===== src/rtl/instr_encoder.sv =====
// Purpose: packs 16-bit short and 32-bit long instructions into 32-bit words, padding with a NOP half when needed.
// Latency: one cycle from the accepting edge to out_word; a held long word follows its padded word directly.
// Backpressure: in_ready drops while the output register is stalled or a long word is waiting behind a padded word.
//
// Ports:
//   clk, rst_n                  clock, synchronous active-low reset
//   in_valid / in_ready         request handshake
//   kind, alu_opcode, cond,
//   op1, op2, wren, immediate   request fields
//   flush                       emit a half-filled word padded with a NOP
//   out_valid / out_ready       output handshake
//   out_word                    encoded instruction word (upper half is the earlier instruction)
//   err                         one-cycle pulse after an illegal request is accepted
module instr_encoder #(
  parameter int WIDTH       = 32,
  parameter int REGS_CODING = 3,
  parameter int OPCODE      = 4
) (
  input  logic                   clk,
  input  logic                   rst_n,
  input  logic                   in_valid,
  output logic                   in_ready,
  input  logic [2:0]             kind,
  input  logic [OPCODE-1:0]      alu_opcode,
  input  logic [3:0]             cond,
  input  logic [REGS_CODING-1:0] op1,
  input  logic [REGS_CODING-1:0] op2,
  input  logic                   wren,
  input  logic [15:0]            immediate,
  input  logic                   flush,
  output logic                   out_valid,
  input  logic                   out_ready,
  output logic [WIDTH-1:0]       out_word,
  output logic                   err
);

  localparam int HW = WIDTH / 2;
  // mov r0,r0 with the never-execute condition
  localparam logic [HW-1:0] NOP_HALF = 16'h0AC0;

  typedef enum logic [1:0] {
    EMPTY     = 2'd0,
    HALF      = 2'd1,
    LONG_PEND = 2'd2
  } state_t;

  state_t           r_state, w_nxt_state;
  logic [HW-1:0]    r_pending, w_nxt_pending;
  logic [WIDTH-1:0] r_long, w_nxt_long;
  logic [WIDTH-1:0] r_out_word, w_nxt_word;
  logic             r_out_valid, w_nxt_valid;
  logic             r_err, w_nxt_err;

  logic [HW-1:0]    w_short;
  logic [WIDTH-1:0] w_long;
  logic             w_is_long;
  logic             w_illegal;
  logic             w_out_free;
  logic             w_accept;

  // Request decode: encodings and legality.
  always_comb begin
    w_short   = '0;
    w_long    = '0;
    w_is_long = 1'b0;
    w_illegal = 1'b0;
    case (kind)
      3'd0: w_short = {2'b01, alu_opcode, cond, op1, op2};
      3'd1: w_short = {2'b00, 3'b000, wren, cond, op1, op2};
      3'd2: w_short = {2'b00, 4'b0010, cond, op1, op2};
      3'd3: begin
        w_is_long = 1'b1;
        w_illegal = (op1 > 3'd5);
        w_long    = {2'b10, 5'b01100 + 5'(op1), cond, 5'b00000, immediate};
      end
      3'd4: begin
        w_is_long = 1'b1;
        w_illegal = (op1 > 3'd5);
        w_long    = {2'b10, 5'b00110 + 5'(op1), cond, 5'b00000, immediate};
      end
      3'd5: begin
        w_illegal = (op1 > 3'd5);
        w_short   = {2'b00, 5'b10010 + 5'(op1), 9'b0};
      end
      3'd6: begin
        w_illegal = (cond > 4'd5);
        w_short   = {2'b00, 5'b11000 + {2'b00, cond[2:0]}, 9'b0};
      end
      default: w_illegal = 1'b1;
    endcase
  end

  // The output register can take a new word if it is empty or being drained this cycle.
  assign w_out_free = !r_out_valid || out_ready;
  assign in_ready   = (r_state != LONG_PEND) && w_out_free;
  assign w_accept   = in_valid && in_ready;

  always_comb begin
    w_nxt_state   = r_state;
    w_nxt_pending = r_pending;
    w_nxt_long    = r_long;
    w_nxt_word    = r_out_word;
    w_nxt_valid   = r_out_valid && !out_ready;
    w_nxt_err     = 1'b0;

    if (w_accept) begin
      if (w_illegal) begin
        // Consumed without effect beyond the error pulse.
        w_nxt_err = 1'b1;
      end else if (w_is_long) begin
        if (r_state == HALF) begin
          // A long word cannot share a word: pad the pending half and hold the long one.
          w_nxt_word  = {r_pending, NOP_HALF};
          w_nxt_valid = 1'b1;
          w_nxt_long  = w_long;
          w_nxt_state = LONG_PEND;
        end else begin
          w_nxt_word  = w_long;
          w_nxt_valid = 1'b1;
        end
      end else begin
        if (r_state == HALF) begin
          w_nxt_word  = {r_pending, w_short};
          w_nxt_valid = 1'b1;
          w_nxt_state = EMPTY;
        end else begin
          w_nxt_pending = w_short;
          w_nxt_state   = HALF;
        end
      end
    end else if (r_state == LONG_PEND) begin
      // Back-to-back: the held long word replaces the padded word as it drains.
      if (r_out_valid && out_ready) begin
        w_nxt_word  = r_long;
        w_nxt_valid = 1'b1;
        w_nxt_state = EMPTY;
      end
    end else if ((r_state == HALF) && flush && w_out_free) begin
      w_nxt_word  = {r_pending, NOP_HALF};
      w_nxt_valid = 1'b1;
      w_nxt_state = EMPTY;
    end
  end

  always_ff @(posedge clk) begin
    if (!rst_n) begin
      r_state     <= EMPTY;
      r_pending   <= '0;
      r_long      <= '0;
      r_out_word  <= '0;
      r_out_valid <= 1'b0;
      r_err       <= 1'b0;
    end else begin
      r_state     <= w_nxt_state;
      r_pending   <= w_nxt_pending;
      r_long      <= w_nxt_long;
      r_out_word  <= w_nxt_word;
      r_out_valid <= w_nxt_valid;
      r_err       <= w_nxt_err;
    end
  end

  assign out_valid = r_out_valid;
  assign out_word  = r_out_word;
  assign err       = r_err;

endmodule


===== config.mk =====
export PLATFORM = sky130hd
export DESIGN_NAME = instr_encoder
export DESIGN_NICKNAME = d
export VERILOG_FILES = /design/src/rtl/instr_encoder.sv
export SDC_FILE = /design/constraint.sdc
export NUM_CORES = 1
export LEC_CHECK = 0
export ABC_AREA = 1
export CAP_MARGIN = 25
export CORE_MARGIN = 4
export CORE_UTILIZATION = 35
export DETAILED_ROUTE_END_ITERATION = 10
export PLACE_DENSITY = 0.57
export SYNTH_ARGS = -nofsm -noshare
export SYNTH_HDL_FRONTEND = slang
export SYNTH_SLANG_ARGS = --single-unit

===== constraint.sdc =====
create_clock -name clk -period 2.25 [get_ports clk]
set_clock_uncertainty 0.15 [all_clocks]
set_input_delay 0.225 -clock clk [delete_from_list [all_inputs] [get_ports clk]]
set_output_delay 0.225 -clock clk [all_outputs]
set_load 0.03 [all_outputs]

==> flow_summary.yaml, run 1 <==
clock_tree:
  clock_latency_ns: 0.34
  clock-sinks: 77
  cts_setup_buffers: 0
  cts_resized: 0
  cts_tree: "built"
  cts.path.max_buffers: 2
  ctsHtreeMaxLevel: 3
  path_clk_slew_ns: 0.06
  postCtsHoldBufs: 0
  root_buffer: "clkbuf_16"
  numCtsBuffers: 9
finish:
  final_cell_area_sq_mm: 0.00550
  final_cells: 870
  layout_commonest_cell: "nand2_1"
  syn_to_final_growth_pct: 38.2
  fin_nets: 767
  drive_gt1_share_pct: 10.7
  final_cell_mix: "nand2_1 (167), nor2_1 (92), dfxtp_1 (77)"
  diodes: 0
routing:
  routed.top_layer: "met4"
  vias: 4314
  wirelength_um: 12700
  met3_length_um: 769
  wl_met1_um: 6030
  wire_per_inst_um: 14.6
  ant_nets: 0
  drcViolationCount: 0
  drt_iter0_drc: 485
  first_pass_iters: 5
  wl_met2_um: 5730
  viasPerCell: 4.96
global_routing:
  grt_pass1_wl_um: 21100
  grt_overflow: 0
  antenna_found_initial: 0
  grt_pass1_vias: 4201
  grt_max_degree: 39
  grtUsageTotal_pct: 20.1
logic_synthesis:
  yosys.area_share.simple_pct: 34.0
  syn_inst: 623
  synth_cell_type_count: 29
  ys_ff_latch: 77
  synthesis.area_sq_mm: 0.00398
  synth_adder_area_share_pct: 0.944
  ys.warnings.count: 0
  syn_avg_cell_area_sq_um: 6.38
  synth_ff_type: "dfxtp_1"
  synth-seq-area-share_pct: 38.8
  synthMuxAreaShare_pct: 0
  synth-edff-count: 0
  synth_xor_area_share_pct: 0
  syn_nets: 665
  async_flop_share_pct: 0
  synth_top_family_by_area: "simple AND/OR/NAND/NOR gates"
  synth_compound_area_share_pct: 15.2
placed_design:
  placed_cell_area_sq_mm: 0.00517
  placedCellCount: 854
  io_buffers: 73
  dp_slack_ns: -0.0586
  hpwl_um: 9250
  routabilityCongestion: 0.886
critical_path:
  crit_arrival_ns: 1.66
  cp_top_family: "buffers and inverters"
  start_kind: "register"
  crit_chain: "inv_1 > nand2_2 > nand2_1 > inv_1 > clkdlybuf4s50_1"
  cp.buffers_inverters: 3
  slowest_delay_ns: 0.66
  slowest_stage: "clkdlybuf4s50_1"
  path_max_fanout: 4
  crit_path_frequent_cell: "inv_1"
  worstSetupPathType: "reg -> out"
  crit_required_ns: 1.88
  end_kind: "primary output"
timing:
  tightestPinTransition_ns: 0.442
  post-route-period-util_pct: 90.4
  slew_headroom_pct: 70.5
  report.final.slew_viol_count: 0
  rsz0062_at_grt: "false"
  finalHoldViolations: 0
  period_minus_slack_ns: 2.03
  finalWorstSetupSlack_ns: 0.216
  setup_viol: 0
  hold_ws_ns: 0.296
  max_freq_ghz: 0.492
floorplan:
  die_w_um: 115
  rows: 38
  io_pins: 74
  start_util_pct: 36.2
  die_area_sq_mm: 0.0131
  die_height_um: 115
  core_area_sq_mm: 0.0110
power_and_ir_drop:
  peakVddDrop_mv: 0.395
  p_per_area_mw_per_mm2: 753
  p_leak_nw: 2.45
run:
  max_cap_viol_count: 0
status:
  outcome: "complete, no violations"
hold_path:
  hp-class: "reg -> reg"
==> cell families after synthesis <==
kind of cell    Yosys count
simple gates            326
buf+inv                 110
compound gates          107
flops                    77
fa+ha+maj                 3
==> Yosys cell counts, types with 8 or more instances <==
master,instances,area share (%)
a211oi_1,10,1.9
buf_2,9,1.1
nor3_1,8,1.0
nand2_1,167,16
o21ai_0,37,4.7
nor2_1,92,8.7
inv_1,74,7.0
dfxtp_1,77,39
o211ai_1,8,1.5
clkbuf_1,19,1.8
a21oi_1,44,5.5
nand4_1,8,1.3
nand3_1,44,5.5
==> sequential cells by signal (all words and copies together) (netlist names) <==
name / flops
out_word: 32
r_pending: 15
r_long: 26
out_valid: 1
r_state: 2
err: 1
==> area by class of cell <==
cell class,count,area (sq um)
inverter,77,289
multi-input combinational,436,1990
sequential,77,1540
clock inverter,7,96.3
fill,1112,5490
timing repair buffer,124,1180
clock buffer,9,225
tap,140,175
==> path summary, 6_finish.rpt <==
path	startpoint	to	slack (ns)	cells past startpoint
max	r_state[0]	in_ready	0.22	5
min	r_long[2]	r_long[2]	0.30	2
max reg2reg	r_state[0]	out_word[8]	0.30	10
min reg2reg	r_long[2]	r_long[2]	0.30	2
==> where the power goes <==
part | internal (mW) | leakage (nW) | switching [mW]
Combinational | 0.424 | 1.66 | 0.610
Sequential | 1.47 | 0.629 | 0.0506
Clock | 0.978 | 0.160 | 0.610
Total | 2.87 | 2.45 | 1.27
==> per-stage QoR <==
stage	setup TNS, ns	power (mW)	util (%)
3_3_place_gp	-0.0787	2.57	47.1
4_1_cts	0	4.16	50.0
6_report	0	4.14	50.0
5_1_grt	0	4.34	50.0
3_5_place_dp	-0.0637	2.58	47.1
2_1_floorplan	0	2.13	-
==> layer usage <==
metal / GRT usage (%) / vias to the layer above
met1: 27.5 / 1951
met4: 7.05 / 0
li1: - / 2193
met5: 0 / -
met3: 3.81 / 17
met2: 31.6 / 153
==> worst register-to-register path, delay by kind of cell, from the launching register on <==
kind,cells,cell delay [ns]
buffers and inverters,3,0.53
flip-flops,1,0.37
AND/OR/NAND/NOR,7,0.84
(Power assumes the default switching activity.)
==> inputs of run 2 (changes only) <==
--- a/config.mk
+++ b/config.mk
@@ -6,6 +6,7 @@
 export NUM_CORES = 1
 export LEC_CHECK = 0
 export ABC_AREA = 1
+export ABC_CLOCK_PERIOD_IN_PS = 2000
 export CAP_MARGIN = 25
 export CORE_MARGIN = 4
 export CORE_UTILIZATION = 35
==> constraint.sdc (replaced) <==
create_clock -name clk -period 2 [get_ports clk]
set_clock_uncertainty 0.15 [all_clocks]
set_input_delay 0.2 -clock clk [delete_from_list [all_inputs] [get_ports clk]]
set_output_delay 0.2 -clock clk [all_outputs]
set_load 0.03 [all_outputs]
==> run 2 against run 1 <==
  * Core utilization up 1.0 points
  * Non-clock buffer count up 17
  * Total power up 7.0%
  * Critical path depth up 7
  * Routed wire length down 1.4%
  * Sequential power up 12%
  * Combinational power up 17%
  * Worst setup slack worse by 0.099 ns
  * Critical endpoint is now out_word[27]
==> flow_summary.yaml, run 2 (synthesis results as in run 1) <==
critical_path:
  crit_path_frequent_cell: "nand2_1"
  slowest_delay_ns: 0.52
  start_kind: "primary input"
  r2r_setup_slack_ns: 0.20
  slowest_stage: "clkdlybuf4s50_1"
  startpoint: "op1[1]"
  crit_chain: "clkdlybuf4s50_1 > inv_1 > ha_1 > nand2_1 > nand2_1 > nand2_1 > nor2_2 > o21bai_2 > nand3_2 > buf_12 > nor2_2 > nor2_1"
  reg2reg_to: "out_word[31]"
  end_kind: "register"
  worstSetupPathType: "in -> reg"
  path_max_fanout: 32
  r2r_cells: 10
  crit_arrival_ns: 1.96
  reg2reg_from: "r_state[0]"
  crit_required_ns: 2.08
placed_design:
  hpwl_um: 9390
  routabilityCongestion: 0.882
  io_buffers: 73
timing:
  max_freq_ghz: 0.531
  finalHoldViolations: 0
  post-route-period-util_pct: 94.1
  tightestPinTransition_ns: 0.403
  slew_headroom_pct: 72.9
  report.final.slew_viol_count: 0
  rsz0062_at_grt: "true"
  setup_viol: 0
  period_minus_slack_ns: 1.88
  hold_ws_ns: 0.292
global_routing:
  antenna_found_initial: 0
  grt.met3_usage_pct: 3.33
  grtUsageTotal_pct: 20.1
  grt_overflow: 0
  use_met2_pct: 32.1
  grtUsageMet1_pct: 27.2
  grt_max_degree: 39
  top_usage_layer: "met2"
  grt_pass1_vias: 4264
  grt_pass1_wl_um: 21000
finish:
  multi_input_area_sq_mm: 0.00201
  largest_reg_flops: 32
  final_cell_mix: "nand2_1 (166), nor2_1 (90), dfxtp_1 (75)"
  ff_latch_area_sq_mm: 0.00154
  layout_commonest_cell: "nand2_1"
  fill_cells: 1118
  syn_to_final_growth_pct: 41.0
  diodes: 0
  fin_nets: 784
  drive_gt1_share_pct: 13.7
  post-route-util_pct: 51.0
power_and_ir_drop:
  p_leak_nw: 2.52
  peakVddDrop_mv: 0.469
  p_per_area_mw_per_mm2: 789
routing:
  drcViolationCount: 0
  ant_nets: 0
  first_pass_iters: 4
  wire_per_inst_um: 14.1
  viasPerCell: 4.79
  wirelength_um: 12500
  vias: 4250
  drt_iter0_drc: 345
floorplan:
  die_height_um: 115
  start_util_pct: 36.2
  rows: 38
  core_area_sq_mm: 0.0110
  io_pins: 74
  die_w_um: 115
  die_area_sq_mm: 0.0131
clock_tree:
  path_clk_slew_ns: 0.06
  cts.path.max_buffers: 2
  clock-sinks: 77
  ctsHtreeMaxLevel: 3
  numCtsBuffers: 9
  root_buffer: "clkbuf_16"
  clock_latency_ns: 0.34
  cts_tree: "built"
run:
  max_cap_viol_count: 0
hold_path:
  hold_end: "r_long[29]"
  min_delay_path_depth: 4
  hp-start: "kind[2]"
  hp-class: "in -> reg"
status:
  outcome: "complete, no violations"
==> run 2: cell types whose count changed in the layout (fill, tap and decap cells not counted), sizes merged <==
cell           before  now
dlymetal6s2s        0    3
buf                51   69
clkdlybuf4s50      73   69
clkbuf              9   10
clkinv              3    0
bufinv              2    0
clkinvlp            0    4
==> run 2: per-layer routing <==
metal  up-vias  share of wire, %
li1       2217                 -
met1      1905                48
met2       110                45
met3        18               4.6
met4         0               2.6
met5         -                 0
==> run 2: where the power goes <==
part           internal (mW)  total [mW]  leakage [nW]  switching [mW]
Clock                  0.849        1.53         0.122           0.678
Sequential              1.65        1.70         0.630          0.0530
Combinational          0.504        1.20          1.77           0.692
==> run 2: through the flow <==
step / total power, mW / worst slack (ns) / setup TNS (ns) / area (sq um) / instances
2_1_floorplan: 2.40 / 0.117 / 0 / 3980 / 623
3_3_place_gp: 2.92 / -0.315 / -10.22 / 5290 / 870
3_5_place_dp: 2.93 / -0.355 / -14.36 / 5290 / 870
4_1_cts: 4.46 / 0.0593 / 0 / 5580 / 886
5_1_grt: 4.67 / -0.0360 / -0.100 / 5610 / 887
6_report: 4.43 / 0.117 / 0 / 5610 / 887
==> run 2: area by class of cell <==
cell class / count / area share [%]
Clock buffer: 10 / 4.08
Clock inverter: 6 / 0.848
Inverter: 77 / 5.16
Multi-Input combinational cell: 436 / 35.8
Sequential cell: 77 / 27.5
Tap cell: 140 / 3.12
Timing Repair Buffer: 141 / 23.4
==> run 2: how the worst max path moves through the flow <==
stage,end,slack [ns],cells after the start
after CTS,out_word[9],0.06,10
final,out_word[27],0.12,12
after detailed placement,out_word[27],-0.36,12
after floorplan,out_word[23],0.12,9
after global routing,out_word[27],-0.04,12
after global placement,out_word[27],-0.31,12
==> run 2: worst max-delay path: cells and delay by family <==
family | cells | cell delay (ns)
buffers and inverters | 3 | 0.79
and+or+nand+nor | 7 | 0.59
adders and majority gates | 1 | 0.19
AOI/OAI and AO/OA | 1 | 0.17
==> run 2: repair_timing <==
item	in CTS	in global routing
endpoints found under the setup margin	1	46
buffers inserted	0	1
hold buffers	0	0
gates resized for setup	2	9
==> inputs of run 3 (changes only) <==
--- a/config.mk
+++ b/config.mk
@@ -11,7 +11,9 @@
 export CORE_MARGIN = 4
 export CORE_UTILIZATION = 35
 export DETAILED_ROUTE_END_ITERATION = 10
+export GPL_ROUTABILITY_DRIVEN = 0
 export PLACE_DENSITY = 0.57
+export REMOVE_ABC_BUFFERS = 1
 export SYNTH_ARGS = -nofsm -noshare
 export SYNTH_HDL_FRONTEND = slang
 export SYNTH_SLANG_ARGS = --single-unit
==> run 3 against run 2 <==
  * Sequential power barely moved
  * Global-route usage fell by 0.54 points
  * Cell count rose by 0.34%
  * Non-clock buffer count rose by 5
  * Critical path depth rose by 1
  * Maximum frequency fell by 2.7%
  * Worst hold slack improved by 0.0056 ns
  * First-iteration DRC count fell by 7.5%
  * Core utilization barely moved
  * Critical path type unchanged
  * Largest cell class unchanged
  * Largest power group unchanged
==> flow_summary.yaml, run 3 (synthesis results as in run 1) <==
run:
  max_cap_viol_count: 0
clock_tree:
  path_clk_slew_ns: 0.06
  clock-sinks: 77
  ctsHtreeMaxLevel: 3
  cts_tree: "built"
  clock_latency_ns: 0.33
  postCtsHoldBufs: 0
  cts.path.max_buffers: 2
  root_buffer: "clkbuf_16"
  numCtsBuffers: 9
routing:
  first_pass_iters: 4
  wirelength_um: 12400
  drcViolationCount: 0
  ant_nets: 0
  viasPerCell: 4.86
  vias: 4327
  drt_iter0_drc: 319
  wire_per_inst_um: 14.0
timing:
  finalHoldViolations: 0
  report.final.slew_viol_count: 0
  period_minus_slack_ns: 1.93
  tightestPinTransition_ns: 0.377
  slew_headroom_pct: 74.8
  finalWorstSetupSlack_ns: 0.0654
  max_freq_ghz: 0.517
  setup_viol: 0
  rsz0062_at_grt: "true"
  post-route-period-util_pct: 96.7
  fin_tns_setup_ns: 0
finish:
  layout_commonest_cell: "nand2_1"
  diodes: 0
  final_cell_mix: "nand2_1 (167), nor2_1 (91), dfxtp_1 (77)"
  syn_to_final_growth_pct: 41.1
  largest_reg_flops: 32
  fin_nets: 789
  final_cells: 890
  final_cell_area_sq_mm: 0.00561
  drive_gt1_share_pct: 13.6
critical_path:
  path_max_fanout: 11
  crit_arrival_ns: 2.05
  end_kind: "register"
  start_kind: "primary input"
  crit_required_ns: 2.11
  worstSetupPathType: "in -> reg"
power_and_ir_drop:
  peakVddDrop_mv: 0.318
  internal_power_mw: 3.05
  switching_share_pct: 30.6
  p_per_area_mw_per_mm2: 782
  p_leak_nw: 2.55
  power.switching_mw: 1.34
  pwr-share-clk_pct: 34.0
  seqPwrFrac_pct: 38.9
  fin_total_pwr_mw: 4.39
  pwr-share-comb_pct: 27.2
floorplan:
  io_pins: 74
  die_area_sq_mm: 0.0131
  rows: 38
  die_w_um: 115
  start_util_pct: 36.2
  die_height_um: 115
  core_area_sq_mm: 0.0110
placed_design:
  placed_cell_area_sq_mm: 0.00529
  placedCellCount: 873
  io_buffers: 73
  hpwl_um: 9090
  dp_slack_ns: -0.250
global_routing:
  use_met2_pct: 32.4
  grt_pass1_vias: 4192
  antenna_found_initial: 0
  grt_max_degree: 39
  grt_overflow: 0
  grtUsageMet1_pct: 25.6
  top_usage_layer: "met2"
  grtUsageTotal_pct: 19.6
  grt.met3_usage_pct: 3.28
  grt_pass1_wl_um: 20600
status:
  outcome: "complete, no violations"
hold_path:
  hp-class: "reg -> reg"
-- run 3: cell count changes in the layout (fill, tap and decap cells not counted), moves of 2 or more --
cell | previous run | this run
inv_6 | 2 | 0
dfxtp_2 | 2 | 0
clkbuf_8 | 0 | 2
dfxtp_1 | 75 | 77
clkinvlp_4 | 4 | 0
clkinv_2 | 0 | 2
buf_12 | 5 | 3
buf_4 | 63 | 70
-- run 3: power by group through the flow --
stage | Sequential, mW | Clock, mW | Combinational (mW)
6_report | 1.71 | 1.49 | 1.19
5_1_grt | 1.72 | 1.60 | 1.31
4_1_cts | 1.71 | 1.53 | 1.18
3_5_place_dp | 1.74 | 0 | 1.17
3_3_place_gp | 1.74 | 0 | 1.16
2_1_floorplan | 1.89 | 0 | 0.462
-- run 3: what timing repair did --
action	4_1_cts	5_1_grt
setup endpoints to repair	0	56
gates resized for setup	0	9
buffers inserted	0	3
-- run 3: layout make-up --
type                            count  area (sq um)
Fill cell                        1121          5370
Multi-Input combinational cell    436          2010
Sequential cell                    77          1540
Timing Repair Buffer              146          1330
Inverter                           77           289
Clock buffer                       12           256
Tap cell                          140           175
Clock inverter                      2          10.0
-- run 3: layer usage --
layer,wire length (um),vias up
met5,0,-
met4,206,0
met3,614,16
met2,5840,120
met1,5770,1962
li1,-,2229
-- run 3: worst max-delay path: stages --
cell and delay, ns:
clkdlybuf4s50_1 0.53, inv_1 0.08, ha_1 0.19, nand2_1 0.06, nand2_1 0.05, nand2_1 0.06
nor2_1 0.07, nor2_2 0.21, nand2_1 0.15, buf_4 0.22, nand2_1 0.07, nand2_1 0.04
a31oi_1 0.12
-- run 3: metrics by stage --
stage	util (%)	hold slack, ns
2_1_floorplan	-	0.170
3_3_place_gp	48.2	0.279
6_report	51.1	0.298
4_1_cts	50.6	0.300
5_1_grt	51.1	0.309
3_5_place_dp	48.2	0.290
-- run 3: worst paths after layout --
check	startpoint	endpoint	slack (ns)	cells after the start
max reg2reg	r_state[0]	r_long[5]	0.16	12
max	op1[1]	r_long[5]	0.07	13
min reg2reg	r_long[0]	r_long[0]	0.30	2
min	r_long[0]	r_long[0]	0.30	2
